### src/rtl/booth_seq_multiplier.sv
// Sequential radix-4 Booth multiplier: one recoded multiplier group per RUN cycle.
// Optional early termination is enabled by defining BOOTH_EARLY_TERM_EN.
module booth_seq_multiplier #(
  parameter int unsigned N_BITS = 32
) (
  input  logic                  clk,
  input  logic                  rst,
  input  logic                  in_valid,
  output logic                  in_ready,
  input  logic [N_BITS-1:0]     multiplicand,
  input  logic [N_BITS-1:0]     multiplier,
  output logic                  out_valid,
  input  logic                  out_ready,
  output logic [2*N_BITS-1:0]   product,
  output logic                  busy
);

  localparam int unsigned ProdW   = 2 * N_BITS;
  localparam int unsigned NGroups = N_BITS / 2;
  localparam int unsigned GW      = $clog2(NGroups);
  localparam int unsigned ShW     = $clog2(N_BITS + 1);

  typedef enum logic [1:0] {StIdle, StRun, StDone} state_e;

  state_e              state_q, state_d;
  logic [N_BITS-1:0]   a_q, a_d;
  logic [N_BITS-1:0]   b_q, b_d;
  logic [ProdW-1:0]    acc_q, acc_d;
  logic [GW-1:0]       g_q, g_d;

  logic [ShW-1:0]      shamt;
  logic [N_BITS:0]     b_ext;
  logic [2:0]          booth_group;
  logic [ProdW-1:0]    a_ext;
  logic [ProdW-1:0]    pp;
  logic                last_group;
  logic                early_done;

  assign shamt       = ShW'({g_q, 1'b0});
  // Appending a zero below the LSB supplies B[-1] = 0 for group 0.
  assign b_ext       = {b_q, 1'b0};
  assign booth_group = b_ext[shamt +: 3];
  assign a_ext       = {{N_BITS{a_q[N_BITS-1]}}, a_q};
  assign last_group  = (g_q == GW'(NGroups - 1));

`ifdef BOOTH_EARLY_TERM_EN
  // Once B[31:2g+1] is all-equal every remaining Booth group decodes to zero.
  logic [N_BITS-1:0] b_hi;
  assign b_hi       = $signed(b_q) >>> (shamt + 1'b1);
  assign early_done = (b_hi == '0) || (&b_hi);
`else
  assign early_done = 1'b0;
`endif

  always_comb begin
    pp = '0;
    unique case (booth_group)
      3'b000, 3'b111: pp = '0;
      3'b001, 3'b010: pp = a_ext;
      3'b011:         pp = a_ext << 1;
      3'b100:         pp = -(a_ext << 1);
      3'b101, 3'b110: pp = -a_ext;
      default:        pp = '0;
    endcase
  end

  always_comb begin
    state_d = state_q;
    a_d     = a_q;
    b_d     = b_q;
    acc_d   = acc_q;
    g_d     = g_q;
    unique case (state_q)
      StIdle: begin
        if (in_valid) begin
          a_d     = multiplicand;
          b_d     = multiplier;
          acc_d   = '0;
          g_d     = '0;
          state_d = StRun;
        end
      end
      StRun: begin
        acc_d = acc_q + (pp << shamt);
        g_d   = g_q + 1'b1;
        if (last_group || early_done) begin
          state_d = StDone;
        end
      end
      StDone: begin
        if (out_ready) begin
          state_d = StIdle;
        end
      end
      default: state_d = StIdle;
    endcase
  end

  always_ff @(posedge clk) begin
    if (rst) begin
      state_q <= StIdle;
      a_q     <= '0;
      b_q     <= '0;
      acc_q   <= '0;
      g_q     <= '0;
    end else begin
      state_q <= state_d;
      a_q     <= a_d;
      b_q     <= b_d;
      acc_q   <= acc_d;
      g_q     <= g_d;
    end
  end

  assign in_ready  = (state_q == StIdle);
  assign busy      = (state_q == StRun);
  assign out_valid = (state_q == StDone);
  assign product   = out_valid ? acc_q : '0;

endmodule

### config.mk
export PLATFORM = sky130hd
export DESIGN_NAME = booth_seq_multiplier
export DESIGN_NICKNAME = d
export VERILOG_FILES = /design/src/rtl/booth_seq_multiplier.sv
export SDC_FILE = /design/constraint.sdc
export NUM_CORES = 1
export LEC_CHECK = 0
export CAP_MARGIN = 20
export CORE_ASPECT_RATIO = 0.6
export CORE_MARGIN = 5
export CORE_UTILIZATION = 40
export DETAILED_ROUTE_END_ITERATION = 10
export DONT_BUFFER_PORTS = 1
export HOLD_SLACK_MARGIN = 0.1
export SLEW_MARGIN = 0
export SYNTH_ARGS = -nofsm -noshare
export SYNTH_HDL_FRONTEND = slang
export SYNTH_SLANG_ARGS = --single-unit
### constraint.sdc
create_clock -name clk -period 8.4 [get_ports clk]
set_clock_uncertainty 0.15 [all_clocks]
set_input_delay 1.68 -clock clk [delete_from_list [all_inputs] [get_ports clk]]
set_output_delay 1.68 -clock clk [all_outputs]
set_load 0.005 [all_outputs]
### Word-level counts from Yosys, hierarchy flattened

Index checks and enable logic that the tools add are counted.

| operators by class | value |
|---|---|
| add/subtract/negate cells | 4 |
| equality and inequality tests | 13 |
| shift operators | 2 |
| muxes and demuxes | 10 |
| reductions and logical operators | 9 |

Operators with widths:

| cell | number |
|---|---|
| 64-bit case mux with 5 select lines | 1 |
| 64-bit two-way mux | 2 |
| 64-bit negator | 2 |
| 64-bit case mux with 2 select lines | 1 |
| 64-bit adder | 1 |
| 64-bit by 5-bit << shifter with 64-bit output | 1 |
| 33-bit by 6-bit variable part select with 3-bit output | 1 |
| 3-bit equality test, second input constant | 4 |
| 4-bit case mux with 2 select lines | 1 |
| 3-bit by 2-bit equality test with 1-bit output, second input constant | 2 |
| 2-bit two-way mux | 3 |
| 2-bit case mux with 3 select lines | 1 |
| 2-bit OR reduction | 3 |
| 4-bit by 1-bit adder with 4-bit output, second input constant | 1 |
| 4-bit equality test, second input constant | 1 |
| 4-bit two-way mux | 1 |
| 2-bit by 1-bit != test with 1-bit output, second input constant | 2 |
| 2-bit AND reduction | 2 |
| 3-bit by 1-bit equality test with 1-bit output, second input constant | 1 |
| 3-bit logical NOT | 1 |
| 3-bit AND reduction | 1 |
| 2-bit by 1-bit equality test with 1-bit output, second input constant | 1 |
| 2-bit equality test, second input constant | 1 |
| 2-bit logical NOT | 1 |
| 2 further kinds | 2 |

| word-level totals | value |
|---|---|
| bits in registers | 134 |
| input bits | 68 |
| output and inout port bits | 67 |
| logic and storage cells | 43 |

### Logic depth before layout (Yosys ltp)

| depth | value |
|---|---|
| depth in word-level cells | 7 |
| gate-level depth with buffers | 27 |
| gate-level depth less buffers | 23 |

### Worst setup path before layout

Ideal clock, no wire load.

| timing path | value |
|---|---|
| path type | register to register |
| start point | register g_q[0] |
| end point | register acc_q[63] |
| setup time | 58 ps |
| arrival | 5739 ps |
| data required time | 8192 ps |
| path slack | 2453 ps |
| cell stages (with the launch flop) | 26 |
| buffers on the path | 4 |
| period minus slack after synthesis | 5947 ps |
| path through | dfxtp_1 -> buf_2 -> buf_6 -> mux4_2 -> a22oi_1 -> o31a_1 -> o21ai_2 -> nand2_1 -> buf_2 -> a21oi_1 -> or2_2 -> mux4_2 -> mux2i_1 -> mux2i_1 -> ha_1 -> clkbuf_1 -> a21oi_1 -> o21ai_1 -> a221o_1 -> a41o_1 -> a211oi_1 -> o311ai_1 -> a2111oi_0 -> nor2_1 -> a311oi_1 -> a211o_1 |

| between the ends | value |
|---|---|
| word-level cells in the longest chain between the ends | 7 |
| elaborated cells between the ends (all ways) | 16 |
| classes of those cells | 1 x add/sub; 7 x eq/ne; 2 x shift; 2 x mux; 4 x reduce/logical |

RTL lines:

| item | line | RTL |
|---|---|---|
| start, declared | 29 | `logic [GW-1:0] g_q, g_d;` |
| start signal, assigned | 111 | `g_q <= g_d;` |
| 33-bit by 6-bit variable part select with 3-bit output | 42 | `assign booth_group = b_ext[shamt +: 3];` |
| 3-bit equality test, or another cell as far along | 57 | `unique case (booth_group)` |
| 2-bit OR reduction | 57 |  |
| 64-bit case mux with 5 select lines | 57 |  |
| 64-bit by 5-bit << shifter with 64-bit output * | 84 | `acc_d = acc_q + (pp << shamt);` |
| 64-bit adder * | 84 |  |
| 64-bit case mux with 2 select lines * | 73 | `unique case (state_q)` |
| end signal, assigned | 104 | `acc_q <= '0;` |
| end signal, assigned | 110 | `acc_q <= acc_d;` |
| end, declared | 28 | `logic [ProdW-1:0] acc_q, acc_d;` |

Every way passes the cells marked *; elsewhere a longest branch is shown, timed or not.
A chain may end at the register's enable or synchronous reset.

### Worst setup path in the final report

| timing path | value |
|---|---|
| start point | register g_q[0] |
| end point | register acc_q[60] |

The elaborated chain is that of the path after synthesis.

==> impl_metrics.toml <==
[run_status]
status = "finished clean"

[die]
pin_count = 135
die_area_mm2 = 0.0367
start_util = 0.406
die_h_um = 150
row_count = 51
die_w_um = 244
core_area_mm2 = 0.0324

[final_layout]
fillers = 3342
final_common_cell = "nand2_1"
final_cell_mix = "nand2_1, a21oi_1, dfxtp_1, nor2_1, o21ai_0"
drive_gt1_frac = 0.0685
nets = 1910
antennaDiodeCount = 0
area_growth_pct = 6.40

[routing]
first_pass_iters = 7
drt_iter0_drc = 1465
wl_per_cell_um = 21.1
drc = 0
routed_via_density = 6.32
vias = 13900
postRouteWirelength_mm = 46.5
drtAntennaViolNets = 0

[critical_path]
r2r_slack_ns = 0.56
cp_data_required_time_ns = 8.61
crit_chain = "mux4_2 -> a22oi_1 -> o31ai_1 -> a21oi_2 -> buf_4 -> nor2_1 -> buf_4 -> a221o_1 -> mux4_2 -> mux2i_1 -> o32ai_1 -> ha_1 -> nand2_1 -> or3_1 -> a311oi_1 -> or4_1 -> nand3_1 -> o211ai_1 -> a41oi_1 -> o31ai_1 -> mux2i_1 -> nand3_1"
path_depth = 22
reg2reg_depth = 22
cp_max_fo = 41
path_buf_inv = 2
setup.worst_path.end_class = "flip-flop"
cp-start-kind = "flip-flop"
critPathTopFamily = "compound AO/OA/AOI/OAI gates"
cp.arrival_ns = 8.04
critical-path-max-stage-delay_ns = 0.82
cpMaxStageDelayCell = "dfxtp_2"
worst-setup-path-type = "flip-flop to flip-flop"

[synth]
synth.distinct_cells = 88
synth_seq_area_share = 0.204
synth_edf_count = 0
synth_xor_area_frac = 0.0520
syn_area_per_cell_um2 = 7.08
yosys_register_bits = 134
synthCells = 1857
synth_flop_cell = "dfxtp_1"
synth_simple_gate_area_share = 0.270
synth_compound_area_frac = 0.289
synth.mux.area_fraction = 0.0576
synth_fp_nets = 2000
ys_async_sr_fraction = 0
synth_top_family_by_area = "compound AO/OA/AOI/OAI gates"
mappedNetlistArea_mm2 = 0.0131
ys_warn_count = 0
synth_adder_area_share = 0.0719

[sta]
layout_min_cycle_time_ns = 7.84
slew_headroom = 0.462
hold_violations = 0
final-setup-viol-count = 0
fmax_mhz = 128
slew_violations = 0
fin_crit_sh = 0.933
worst_pin_slew_ns = 0.803
tns_ns = 0
grt_setup_unrepaired = "no"

[global_route]
grt_pass1_wl_mm = 72.9
antenna_found_initial = 0
overflow = 0
grt_max_degree = 111
grt_pass1_vias = 12600
track_usage = 0.247

[cts]
cts_inserted_buffers = 17
cts_root_buffer = "clkbuf_16"
clk_latency_ns = 0.47
h-tree-depth = 4
ctsHoldBuffers = 0
cts_tree = "yes"
clockBufferDepth = 2
clock-sinks = 134
clkTransAtPathRegs_ns = 0.07

[placement]
port_buffers = 0
gp_congestion = 1.02
dp_hpwl_mm = 35.3

[worst_hold_path]
whs_path_depth = 2
hold_path.class = "flip-flop to flip-flop"

[pwr]
power.leakage_nw = 5.34
p_total_w = 0.00236
ir_drop_uv = 158
cellPowerDensity_mw_per_mm2 = 169

[run]
maxCapViolations = 0
==> registers in the layout, summed over array words and instances (netlist names) <==
| signal | flops |
|---|---|
| a_q | 32 |
| acc_q | 64 |
| b_q | 32 |
| g_q | 4 |
| state_q | 2 |
==> cell usage after synthesis, types with 9 or more instances <==
cell type / number / share of area
nor2_1: 122 / 0.035
nand4_1: 20 / 0.0095
o31ai_1: 9 / 0.0051
nor2b_1: 10 / 0.0048
o21bai_1: 15 / 0.0086
inv_1: 32 / 0.0091
a21oi_1: 203 / 0.077
a211oi_1: 13 / 0.0074
a21boi_0: 9 / 0.0051
and2_1: 76 / 0.036
nor4_1: 47 / 0.022
nand3_1: 86 / 0.033
o32ai_1: 17 / 0.011
dfxtp_1: 134 / 0.20
o211ai_1: 15 / 0.0086
or3_1: 13 / 0.0062
xnor2_1: 53 / 0.035
mux2i_1: 52 / 0.040
clkbuf_1: 110 / 0.031
o221ai_1: 11 / 0.0073
or2_2: 9 / 0.0043
o22ai_1: 24 / 0.011
a21o_1: 48 / 0.027
buf_2: 17 / 0.0065
a22oi_1: 12 / 0.0069
nor3b_1: 11 / 0.0063
nand2_1: 259 / 0.074
ha_1: 74 / 0.070
o21ai_0: 91 / 0.035
o21a_1: 9 / 0.0051
a31oi_1: 49 / 0.023
and3_1: 9 / 0.0043
xor2_1: 25 / 0.017
nor3_1: 40 / 0.015
==> timing repair <==
item                       CTS  global route
setup endpoints to repair    0             3
setup buffers                0             0
gates resized for setup      0             1
==> worst reg2reg max path, cell delays in order (launching register included) <==
cell      delay [ns]
dfxtp_2         0.82
mux4_2          0.59
a22oi_1         0.26
o31ai_1         0.18
a21oi_2         0.17
buf_4           0.40
nor2_1          0.12
buf_4           0.19
a221o_1         0.37
mux4_2          0.52
mux2i_1         0.34
o32ai_1         0.20
ha_1            0.42
nand2_1         0.13
or3_1           0.41
a311oi_1        0.62
or4_1           0.29
nand3_1         0.09
o211ai_1        0.32
a41oi_1         0.42
o31ai_1         0.40
mux2i_1         0.24
nand3_1         0.08
==> metal layers <==
metal	global-route usage	vias up	wire length (um)
met3	0.0784	43	4650
met5	0	-	0
li1	-	6654	-
met1	0.372	6608	22700
met4	0.0434	0	549
met2	0.348	623	18600
==> metrics by stage <==
step / hold WS [ns] / cells / instance area, um^2 / util / setup slack (ns)
2_1_floorplan: 0.286 / 1857 / 13100 / - / 2.45
3_3_place_gp: 0.291 / 2170 / 13400 / 0.412 / 0.853
3_5_place_dp: 0.293 / 2170 / 13400 / 0.412 / 0.650
4_1_cts: 0.301 / 2202 / 13900 / 0.430 / 0.604
5_1_grt: 0.320 / 2204 / 14000 / 0.432 / 0.129
6_report: 0.299 / 2204 / 14000 / 0.432 / 0.564
==> kinds of logic after synthesis <==
family                   count (synthesis)
buffers and inverters                  177
flip-flops                             134
XOR/XNOR                                78
adder cells (fa/ha/maj)                 75
multiplexers                            65
AO/OA/AOI/OAI                          594
AND/OR/NAND/NOR                        734
==> cell type report <==
cell class | instances | area (um^2) | area share
clock buffer | 17 | 425 | 0.0304
clock inverter | 15 | 155 | 0.0111
inverter | 34 | 128 | 0.00912
multi-input combinational | 1546 | 9780 | 0.699
sequential | 134 | 2690 | 0.192
tap | 424 | 531 | 0.0379
timing repair buffer | 34 | 288 | 0.0206
==> worst paths after layout <==
kind | start | to
min | b_q[8] | b_q[8]
min reg2reg | b_q[8] | b_q[8]
max | g_q[0] | acc_q[60]
max reg2reg | g_q[0] | acc_q[60]
==> where the power goes <==
group          switching (W)  internal, W  leakage [nW]
registers          0.0000577     0.000679          1.09
clock network       0.000362     0.000395         0.283
logic               0.000554     0.000310          3.97
Power figures use the tool's default switching activity.
